### config.mk
export PLATFORM = sky130hd
export DESIGN_NAME = dac_ad53x8_rx
export DESIGN_NICKNAME = d
export VERILOG_FILES = /design/src/rtl/dac_ad53x8_rx.sv
export SDC_FILE = /design/constraint.sdc
export NUM_CORES = 1
export LEC_CHECK = 0
export CAP_MARGIN = 30
export CORE_ASPECT_RATIO = 2
export CORE_MARGIN = 4
export CORE_UTILIZATION = 44
export CTS_CLUSTER_DIAMETER = 200
export CTS_CLUSTER_SIZE = 40
export DETAILED_ROUTE_END_ITERATION = 10
export GPL_TIMING_DRIVEN = 0
export PLACE_DENSITY = 0.87
export SYNTH_ARGS = -nofsm -noshare
export SYNTH_HDL_FRONTEND = slang
export SYNTH_SLANG_ARGS = --single-unit
### constraint.sdc
create_clock -name clk -period 1.8 [get_ports clk]
set_clock_uncertainty 0.05 [all_clocks]
set_input_delay 0.36 -clock clk [delete_from_list [all_inputs] [get_ports clk]]
set_output_delay 0.36 -clock clk [all_outputs]
set_load 0.01 [all_outputs]
### src/rtl/dac_ad53x8_rx.sv
// AD53x8 SPI responder: deserialises 16-bit frames, writes channel input
// registers and transfers them to DAC registers while ldac_n is low.
//
// Ports:
//   clk, rst_n      system clock, synchronous active-low reset
//   spi_sclk_i      SPI clock (idle low), asynchronous
//   spi_cs_n_i      chip select, active low, asynchronous
//   spi_mosi_i      serial data, MSB first, changes on sclk rise
//   ldac_n_i        load DAC, active low, level-sensitive, asynchronous
//   rx_word_o       last complete frame
//   rx_valid_o      one-cycle strobe, rx_word_o updated
//   ctrl_valid_o    one-cycle strobe, received word had bit15 set
//   frame_err_o     one-cycle strobe, short frame or overrun
//   busy_o          frame in progress
//   in_regs_o       input registers, channel 0 at LSBs
//   dac_regs_o      DAC registers, channel 0 at LSBs
module dac_ad53x8_rx #(
    parameter int DATA_WIDTH = 16,
    parameter int NUM_CH     = 8,
    parameter int DAC_BITS   = 12
) (
    input  logic                         clk,
    input  logic                         rst_n,
    input  logic                         spi_sclk_i,
    input  logic                         spi_cs_n_i,
    input  logic                         spi_mosi_i,
    input  logic                         ldac_n_i,
    output logic [DATA_WIDTH-1:0]        rx_word_o,
    output logic                         rx_valid_o,
    output logic                         ctrl_valid_o,
    output logic                         frame_err_o,
    output logic                         busy_o,
    output logic [NUM_CH*DAC_BITS-1:0]   in_regs_o,
    output logic [NUM_CH*DAC_BITS-1:0]   dac_regs_o
);

    localparam int CW = $clog2(DATA_WIDTH + 1);

    typedef enum logic [1:0] {
        WAIT_IDLE,
        IDLE,
        SHIFT,
        HOLD
    } state_e;

    state_e state_q, state_d;

    logic [2:0] sclk_sync_q, sclk_sync_d;
    logic [2:0] cs_sync_q, cs_sync_d;
    logic [1:0] mosi_sync_q, mosi_sync_d;
    logic [1:0] ldac_sync_q, ldac_sync_d;

    logic [CW-1:0]         cnt_q, cnt_d;
    logic [DATA_WIDTH-1:0] shreg_q, shreg_d;
    logic                  ovr_q, ovr_d;
    logic                  dec_q, dec_d;

    logic [DATA_WIDTH-1:0] rx_word_q, rx_word_d;
    logic                  rx_valid_q, rx_valid_d;
    logic                  ctrl_valid_q, ctrl_valid_d;
    logic                  frame_err_q, frame_err_d;

    logic [NUM_CH-1:0][DAC_BITS-1:0] in_regs_q, in_regs_d;
    logic [NUM_CH-1:0][DAC_BITS-1:0] dac_regs_q, dac_regs_d;

    logic sclk_fall;
    logic cs_fall;
    logic cs_rise;
    logic cs_high;
    logic mosi_bit;
    logic ldac_low;
    logic last_bit;

    // Stage [1] is the synchronised level; stage [2] is its previous value.
    // mosi stage [1] has the same depth as sclk stage [1].
    assign sclk_fall = ~sclk_sync_q[1] & sclk_sync_q[2];
    assign cs_fall   = ~cs_sync_q[1] & cs_sync_q[2];
    assign cs_rise   = cs_sync_q[1] & ~cs_sync_q[2];
    assign cs_high   = cs_sync_q[1];
    assign mosi_bit  = mosi_sync_q[1];
    assign ldac_low  = ~ldac_sync_q[1];
    assign last_bit  = (cnt_q == CW'(DATA_WIDTH - 1));

    always_comb begin
        sclk_sync_d = {sclk_sync_q[1:0], spi_sclk_i};
        cs_sync_d   = {cs_sync_q[1:0], spi_cs_n_i};
        mosi_sync_d = {mosi_sync_q[0], spi_mosi_i};
        ldac_sync_d = {ldac_sync_q[0], ldac_n_i};
    end

    always_comb begin
        state_d     = state_q;
        cnt_d       = cnt_q;
        shreg_d     = shreg_q;
        ovr_d       = ovr_q;
        dec_d       = 1'b0;
        frame_err_d = 1'b0;
        unique case (state_q)
            WAIT_IDLE: begin
                if (cs_high) state_d = IDLE;
            end
            IDLE: begin
                if (cs_fall) begin
                    cnt_d   = '0;
                    shreg_d = '0;
                    ovr_d   = 1'b0;
                    state_d = SHIFT;
                end
            end
            SHIFT: begin
                // The final capture beats a simultaneous cs_n rise.
                if (sclk_fall && last_bit) begin
                    shreg_d = {shreg_q[DATA_WIDTH-2:0], mosi_bit};
                    cnt_d   = cnt_q + 1'b1;
                    dec_d   = 1'b1;
                    state_d = HOLD;
                end else if (cs_rise) begin
                    frame_err_d = 1'b1;
                    state_d     = IDLE;
                end else if (sclk_fall) begin
                    shreg_d = {shreg_q[DATA_WIDTH-2:0], mosi_bit};
                    cnt_d   = cnt_q + 1'b1;
                end
            end
            HOLD: begin
                // Leave on cs_n level so a rise consumed by the final
                // capture still returns us to IDLE.
                if (sclk_fall) ovr_d = 1'b1;
                if (cs_high) begin
                    frame_err_d = ovr_q | sclk_fall;
                    ovr_d       = 1'b0;
                    state_d     = IDLE;
                end
            end
            default: state_d = WAIT_IDLE;
        endcase
    end

    always_comb begin
        rx_valid_d   = dec_q;
        ctrl_valid_d = dec_q & shreg_q[DATA_WIDTH-1];
        rx_word_d    = dec_q ? shreg_q : rx_word_q;
        in_regs_d    = in_regs_q;
        if (dec_q && !shreg_q[DATA_WIDTH-1]) begin
            for (int i = 0; i < NUM_CH; i++) begin
                if (int'(shreg_q[14:12]) == i) begin
                    in_regs_d[i] = shreg_q[11 -: DAC_BITS];
                end
            end
        end
        dac_regs_d = ldac_low ? in_regs_d : dac_regs_q;
    end

    always_ff @(posedge clk) begin
        if (!rst_n) begin
            state_q      <= WAIT_IDLE;
            sclk_sync_q  <= '0;
            cs_sync_q    <= '0;
            mosi_sync_q  <= '0;
            ldac_sync_q  <= '1;
            cnt_q        <= '0;
            shreg_q      <= '0;
            ovr_q        <= 1'b0;
            dec_q        <= 1'b0;
            rx_word_q    <= '0;
            rx_valid_q   <= 1'b0;
            ctrl_valid_q <= 1'b0;
            frame_err_q  <= 1'b0;
            in_regs_q    <= '0;
            dac_regs_q   <= '0;
        end else begin
            state_q      <= state_d;
            sclk_sync_q  <= sclk_sync_d;
            cs_sync_q    <= cs_sync_d;
            mosi_sync_q  <= mosi_sync_d;
            ldac_sync_q  <= ldac_sync_d;
            cnt_q        <= cnt_d;
            shreg_q      <= shreg_d;
            ovr_q        <= ovr_d;
            dec_q        <= dec_d;
            rx_word_q    <= rx_word_d;
            rx_valid_q   <= rx_valid_d;
            ctrl_valid_q <= ctrl_valid_d;
            frame_err_q  <= frame_err_d;
            in_regs_q    <= in_regs_d;
            dac_regs_q   <= dac_regs_d;
        end
    end

    assign rx_word_o    = rx_word_q;
    assign rx_valid_o   = rx_valid_q;
    assign ctrl_valid_o = ctrl_valid_q;
    assign frame_err_o  = frame_err_q;
    assign busy_o       = (state_q == SHIFT) || (state_q == HOLD);
    assign in_regs_o    = in_regs_q;
    assign dac_regs_o   = dac_regs_q;

endmodule

---- Word level (Yosys, flattened, before mapping) ----
Cells that the tools add are included.
storage, ports and cells
  flip-flop bits (word level) ............. 246
  output and inout port bits .............. 212
  latch bits .............................. 0
  memories kept ........................... 0
  memory bits (read-only) ................. 0
  input port bits ......................... 6
  logic and storage cells ................. 101
  memory bits (writable) .................. 0
operators by class
  shifts and indexed selects .............. 0
  multipliers ............................. 0
  order comparisons ....................... 0
  bitwise operators ....................... 8
  equal/unequal tests ..................... 17
  muxes and demuxes ....................... 33
  reductions and logical operators ........ 13
  add/sub/neg operators ................... 1
  div/mod/pow operators ................... 0
operators by type and width
  cell                                                                    number
  12-bit two-way mux                                                      8
  96-bit two-way mux                                                      1
  16-bit two-way mux                                                      4
  16-bit case mux with 2 select lines                                     1
  5-bit two-way mux                                                       4
  3-bit equality test (second input constant)                             4
  3-bit != test (second input constant)                                   4
  5-bit case mux with 2 select lines                                      1
  2-bit two-way mux                                                       4
  1-bit two-way mux                                                       7
  3-bit by 2-bit equality test with 1-bit output (second input constant)  2
  2-bit case mux with 3 select lines                                      1
  3-bit AND reduction                                                     2
  5-bit by 1-bit adder with 5-bit output (second input constant)          1
  5-bit by 4-bit equality test with 1-bit output (second input constant)  1
  1-bit AND                                                               4
  2-bit equality test (second input constant)                             2
  1-bit case mux with 2 select lines                                      2
  4-bit AND reduction                                                     1
  2-bit nonzero test                                                      2
  3-bit by 1-bit equality test with 1-bit output (second input constant)  1
  3-bit zero test                                                         1
  1-bit NOT                                                               3
  2-bit by 1-bit equality test with 1-bit output (second input constant)  1
  9 further kinds                                                         10

---- Longest topological paths before layout ----
Gate-level depths: netlist of the first run.
  depth in word-level cells ............... 6
  gate-level depth with buffers ........... 9
  mapped depth without buffers ............ 7

---- Worst setup path after synthesis of the first run ----
Ideal clock, no wire load.
  kind .................................... flip-flop to flip-flop
  start ................................... register cnt_q[0]
  end ..................................... register shreg_q[10]
  cell stages (with the launch flop) ...... 10
  library setup time ...................... 0.132 ns
  path buffers ............................ 2
  arrival time ............................ 1.665 ns
  slack ................................... -0.048 ns
  period minus slack after synthesis ...... 1.848 ns
  required time ........................... 1.618 ns
  cells stage by stage .................... dfxtp_1 -> ha_1 -> and3_1 -> ha_1 -> nand4bb_1 -> o221a_2 -> buf_4 -> buf_4 -> nand3_1 -> a21oi_1
between the ends
  cells in the longest elaborated chain, start to end .. 4
  elaborated cells on any way between the ends .. 7
  those cells by class .................... eq/ne (3); mux (2); reduce/logical (2)
RTL lines
  element                                                                                      line  source
  start, declared                                                                              53    logic [CW-1:0] cnt_q, cnt_d;
  start signal, assigned                                                                       177   cnt_q <= cnt_d;
  5-bit by 4-bit equality test with 1-bit output (*)                                           82    assign last_bit = (cnt_q == CW'(DATA_WIDTH - 1));
  1-bit logical AND (*)                                                                        112   if (sclk_fall && last_bit) begin
  3-bit != test (no line) / 16-bit two-way mux (equally long branches)                         -
  4-bit AND reduction (no line) / 16-bit case mux with 2 select lines (equally long branches)  -
  end signal, assigned                                                                         178   shreg_q <= shreg_d;
  end, declared                                                                                54    logic [DATA_WIDTH-1:0] shreg_q, shreg_d;
Mark *: on every way between the ends. The rest lies on a longest branch, timed or not.
A chain may end at the register's enable or synchronous reset.

---- Worst setup path after layout of the first run ----
  start ................................... register cnt_q[1]
  end ..................................... register cnt_q[0]
between the ends
  cells in the longest elaborated chain, start to end .. 4
  elaborated cells on any way between the ends .. 7
  those cells by class .................... eq/ne (3); mux (2); reduce/logical (2)
RTL lines
  element                                                                                     line
  5-bit by 4-bit equality test with 1-bit output (*)                                          82
  1-bit logical AND (*)                                                                       112
  3-bit != test (no line) / 5-bit two-way mux (equally long branches)                         -
  4-bit AND reduction (no line) / 5-bit case mux with 2 select lines (equally long branches)  -
Marked as above.

==> run summary, run 1 <==
Synthesized flop and latch total: 246
Crit Path Class: flop to flop
Drt drc: 0
Register area share after synthesis: 57.1%
Num CTS Buffers: 10
Netlist cell types: 41
ANT cells: 0
CP Capture Type: flop
DIE WIDTH: 107 um
CTS tree: built
Full die area: 22,000 sq um
Slew Viols, Final: 0
Hold Slack: 0.368 ns
Clk pwr share: 27.3%
Routed vias: 7,630
Max VDD drop: 0.947 mV
WP data arrival: 2.28 ns
Element type at the critical path start: flop
Nets: 1,142
Placed insts: 1,360
HP Class: primary input to flop
Fin worst setup slack: -0.111 ns
Clock Latency Late Sink: 0.49 ns
Worst Max-Slew Pin Slew: 1.15 ns
# IOs: 218
# hold bufs at CTS: 0
Share of layout cells above drive strength 1: 13.2%
Sw frac: 27.1%
Synthesized area: 8630 sq um
Pin count of the biggest net entering global routing: 41
GRT overflow: 0
Pleak: 6.11 nW
Global-route usage over all layers: 24.8%
DR pass1 iterations: 5
Final hold viol count: 0
Cells after synthesis: 883
Run status: finished, violations left
First-pass GRT wire length: 42.6 mm
Async SR Flop Fraction: 0%
Worst slew margin: 23.4%
CP Max Fanout: 3
Reg-to-reg setup timing slack: -0.11 ns
Avg WL per Cell: 20.9 um
Buffers on Ports: 217
Total power: 0.0103 W
YS warnings: 0
Core footprint: 19,300 sq um
Syn Area/Cell: 9.77 sq um
Fin crit period: 1.91 ns
Post-synth top area share: 57.1%
Synthesized net count: 894
Fin crit share: 106%
Layout area overhead: 37.7%
Largest cells by area after synthesis: dfxtp_1 (57%), mux2i_1 (13%), a21oi_1 (7.1%)
Maxcap violations: 0
Post-place setup slack: -0.578 ns
Setup-failing EPs final: 21
Initial Utilization: 44.7%
Final Non-Filler Cells: 1,390
CTS Buffer Depth: 3
Final WL: 29.1 mm
CTS clk-pin slew, worst paths: 0.14 ns
Top FF cell, synth: dfxtp_1
Yosys top cell by area: dfxtp_1
Failing checks: negative setup slack
Gp weighted congestion: 0.881
Fmax: 523 MHz
Worst path required time: 2.16 ns
Vias in the first global route: 7,473
Internal: 0.00749 W
EDFF count, synth: 0
Pwr/cell area: 864 nW/um^2
RSZ-0062 raised after global routing: true
CTS Root Cell: clkbuf_16
Detail Route Antenna Nets: 0
Vias per cell: 5.49
H-tree depth: 1
Chip height: 206 um
Sw power: 0.00278 W
Initial DRC count: 501
Sequential share of power: 55.5%
Hpwl dp: 20.1 mm
Clock sink count: 246
Combinational power share: 17.1%
Initial antenna violation count: 0
Cell Rows: 72
-- critical path, stage by stage, from the launching register on --
cell and delay, ns:
dfxtp_2 0.39, ha_4 0.14, and3_4 0.20, ha_4 0.15, nand4bb_4 0.16, o221ai_4 0.12
buf_6 0.14, or3_4 0.33, a21oi_2 0.16
-- synthesized netlist by cell type, types with 5 or more instances --
cell type / number
a21oi_1: 122
mux2i_1: 111
inv_1: 10
nor2_1: 119
ha_1: 5
and2_1: 8
nand3_1: 18
nand2_1: 26
dfxtp_1: 246
o21ai_0: 98
buf_4: 15
clkbuf_1: 59
-- per-stage QoR --
step / instance area (sq um) / setup TNS [ns] / utilization, %
6_report: 11900 / -1.39 / 61.6
5_1_grt: 11900 / -2.67 / 61.6
3_5_place_dp: 11100 / -83.48 / 57.8
3_3_place_gp: 11100 / -81.88 / 57.7
4_1_cts: 11600 / -0.444 / 60.1
2_1_floorplan: 8630 / 0 / -
-- layout make-up --
| cell class | instances | area (sq um) |
|---|---|---|
| Multi-Input combinational cell | 547 | 3650 |
| Buffer | 77 | 385 |
| Fill cell | 1609 | 7400 |
| Timing Repair Buffer | 238 | 2220 |
| Tap cell | 259 | 324 |
| Sequential cell | 246 | 4950 |
| Clock inverter | 1 | 30.0 |
| Clock buffer | 11 | 275 |
| Inverter | 11 | 43.8 |
-- worst paths after layout --
path / from / endpoint / depth (start not counted)
max reg2reg: cnt_q[1]$_SDFFE_PN0P_ / cnt_q[0]$_SDFFE_PN0P_ / 8
min reg2reg: ldac_sync_q[0]$_SDFF_PN1_ / ldac_sync_q[1]$_SDFF_PN1_ / 1
min: ldac_n_i / ldac_sync_q[0]$_SDFF_PN1_ / 2
max: cnt_q[1]$_SDFFE_PN0P_ / cnt_q[0]$_SDFFE_PN0P_ / 8
-- routing by layer --
metal,GRT usage (%),part of all wire (%),up-vias
met3,4.16,5.6,107
met1,27.1,36,3690
met4,15.5,7.5,0
li1,-,-,3504
met2,44.1,51,329
met5,0,0,-
-- cell families (layout without fill, tap and decap cells) --
family | Yosys count | after routing | share of synthesized area, %
flip-flops | 246 | 246 | 57.1
AO/OA/AOI/OAI | 234 | 234 | 14.1
AND/OR/NAND/NOR | 197 | 197 | 10.5
multiplexers | 111 | 111 | 12.9
buffers and inverters | 90 | 338 | 4.70
adder cells (fa/ha/maj) | 5 | 5 | 0.725
-- state kept, by name, summed over array words and instances (netlist names), 2 cells and up --
name,flops
cnt_q,5
cs_sync_q,3
dac_regs_o,96
in_regs_o,96
ldac_sync_q,2
mosi_sync_q,2
rx_word_o,16
sclk_sync_q,3
shreg_q,16
state_q,2
-- power groups by stage --
stage          registers (W)  logic (W)  clock network, W
2_1_floorplan        0.00582   0.000653                 0
3_3_place_gp         0.00579    0.00113                 0
3_5_place_dp         0.00580    0.00116                 0
4_1_cts              0.00569    0.00151           0.00285
5_1_grt              0.00572    0.00186           0.00299
6_report             0.00570    0.00176           0.00281
-- cell usage in the layout, fill, tap and decap left out, types with 4 or more instances in the layout --
cell type and count:
dfxtp_1 235, dlygate4sd2_1 177, nor2_1 118, mux2i_1 108
a21oi_1 104, o21ai_0 98, clkbuf_1 44, dlymetal6s2s_1 28
buf_4 23, a21oi_2 18, clkbuf_2 14, nand3_2 12
clkbuf_16 11, clkdlybuf4s50_1 11, nand2_2 10, nand2_1 9
buf_6 9, inv_1 8, and2_1 8, dfxtp_2 8
nand2_4 7, nand3_1 5, buf_2 4, nand2b_1 4
ha_4 4
-- timing repair --
| item | 4_1_cts | 5_1_grt |
|---|---|---|
| hold endpoints to repair | 0 | 0 |
| setup endpoints to repair | 352 | 91 |
| gates cloned | 2 | 1 |
| setup buffers | 11 | 6 |
| gates resized for setup | 256 | 89 |
| pin swaps | 19 | 28 |
(Power assumes the default switching activity.)
==> run 2: changes to the inputs <==
Settings changed: RECOVER_POWER set to 25.
==> results of run 2 <==
No change in the layout: final DEF, timing and power equal those of run 1.
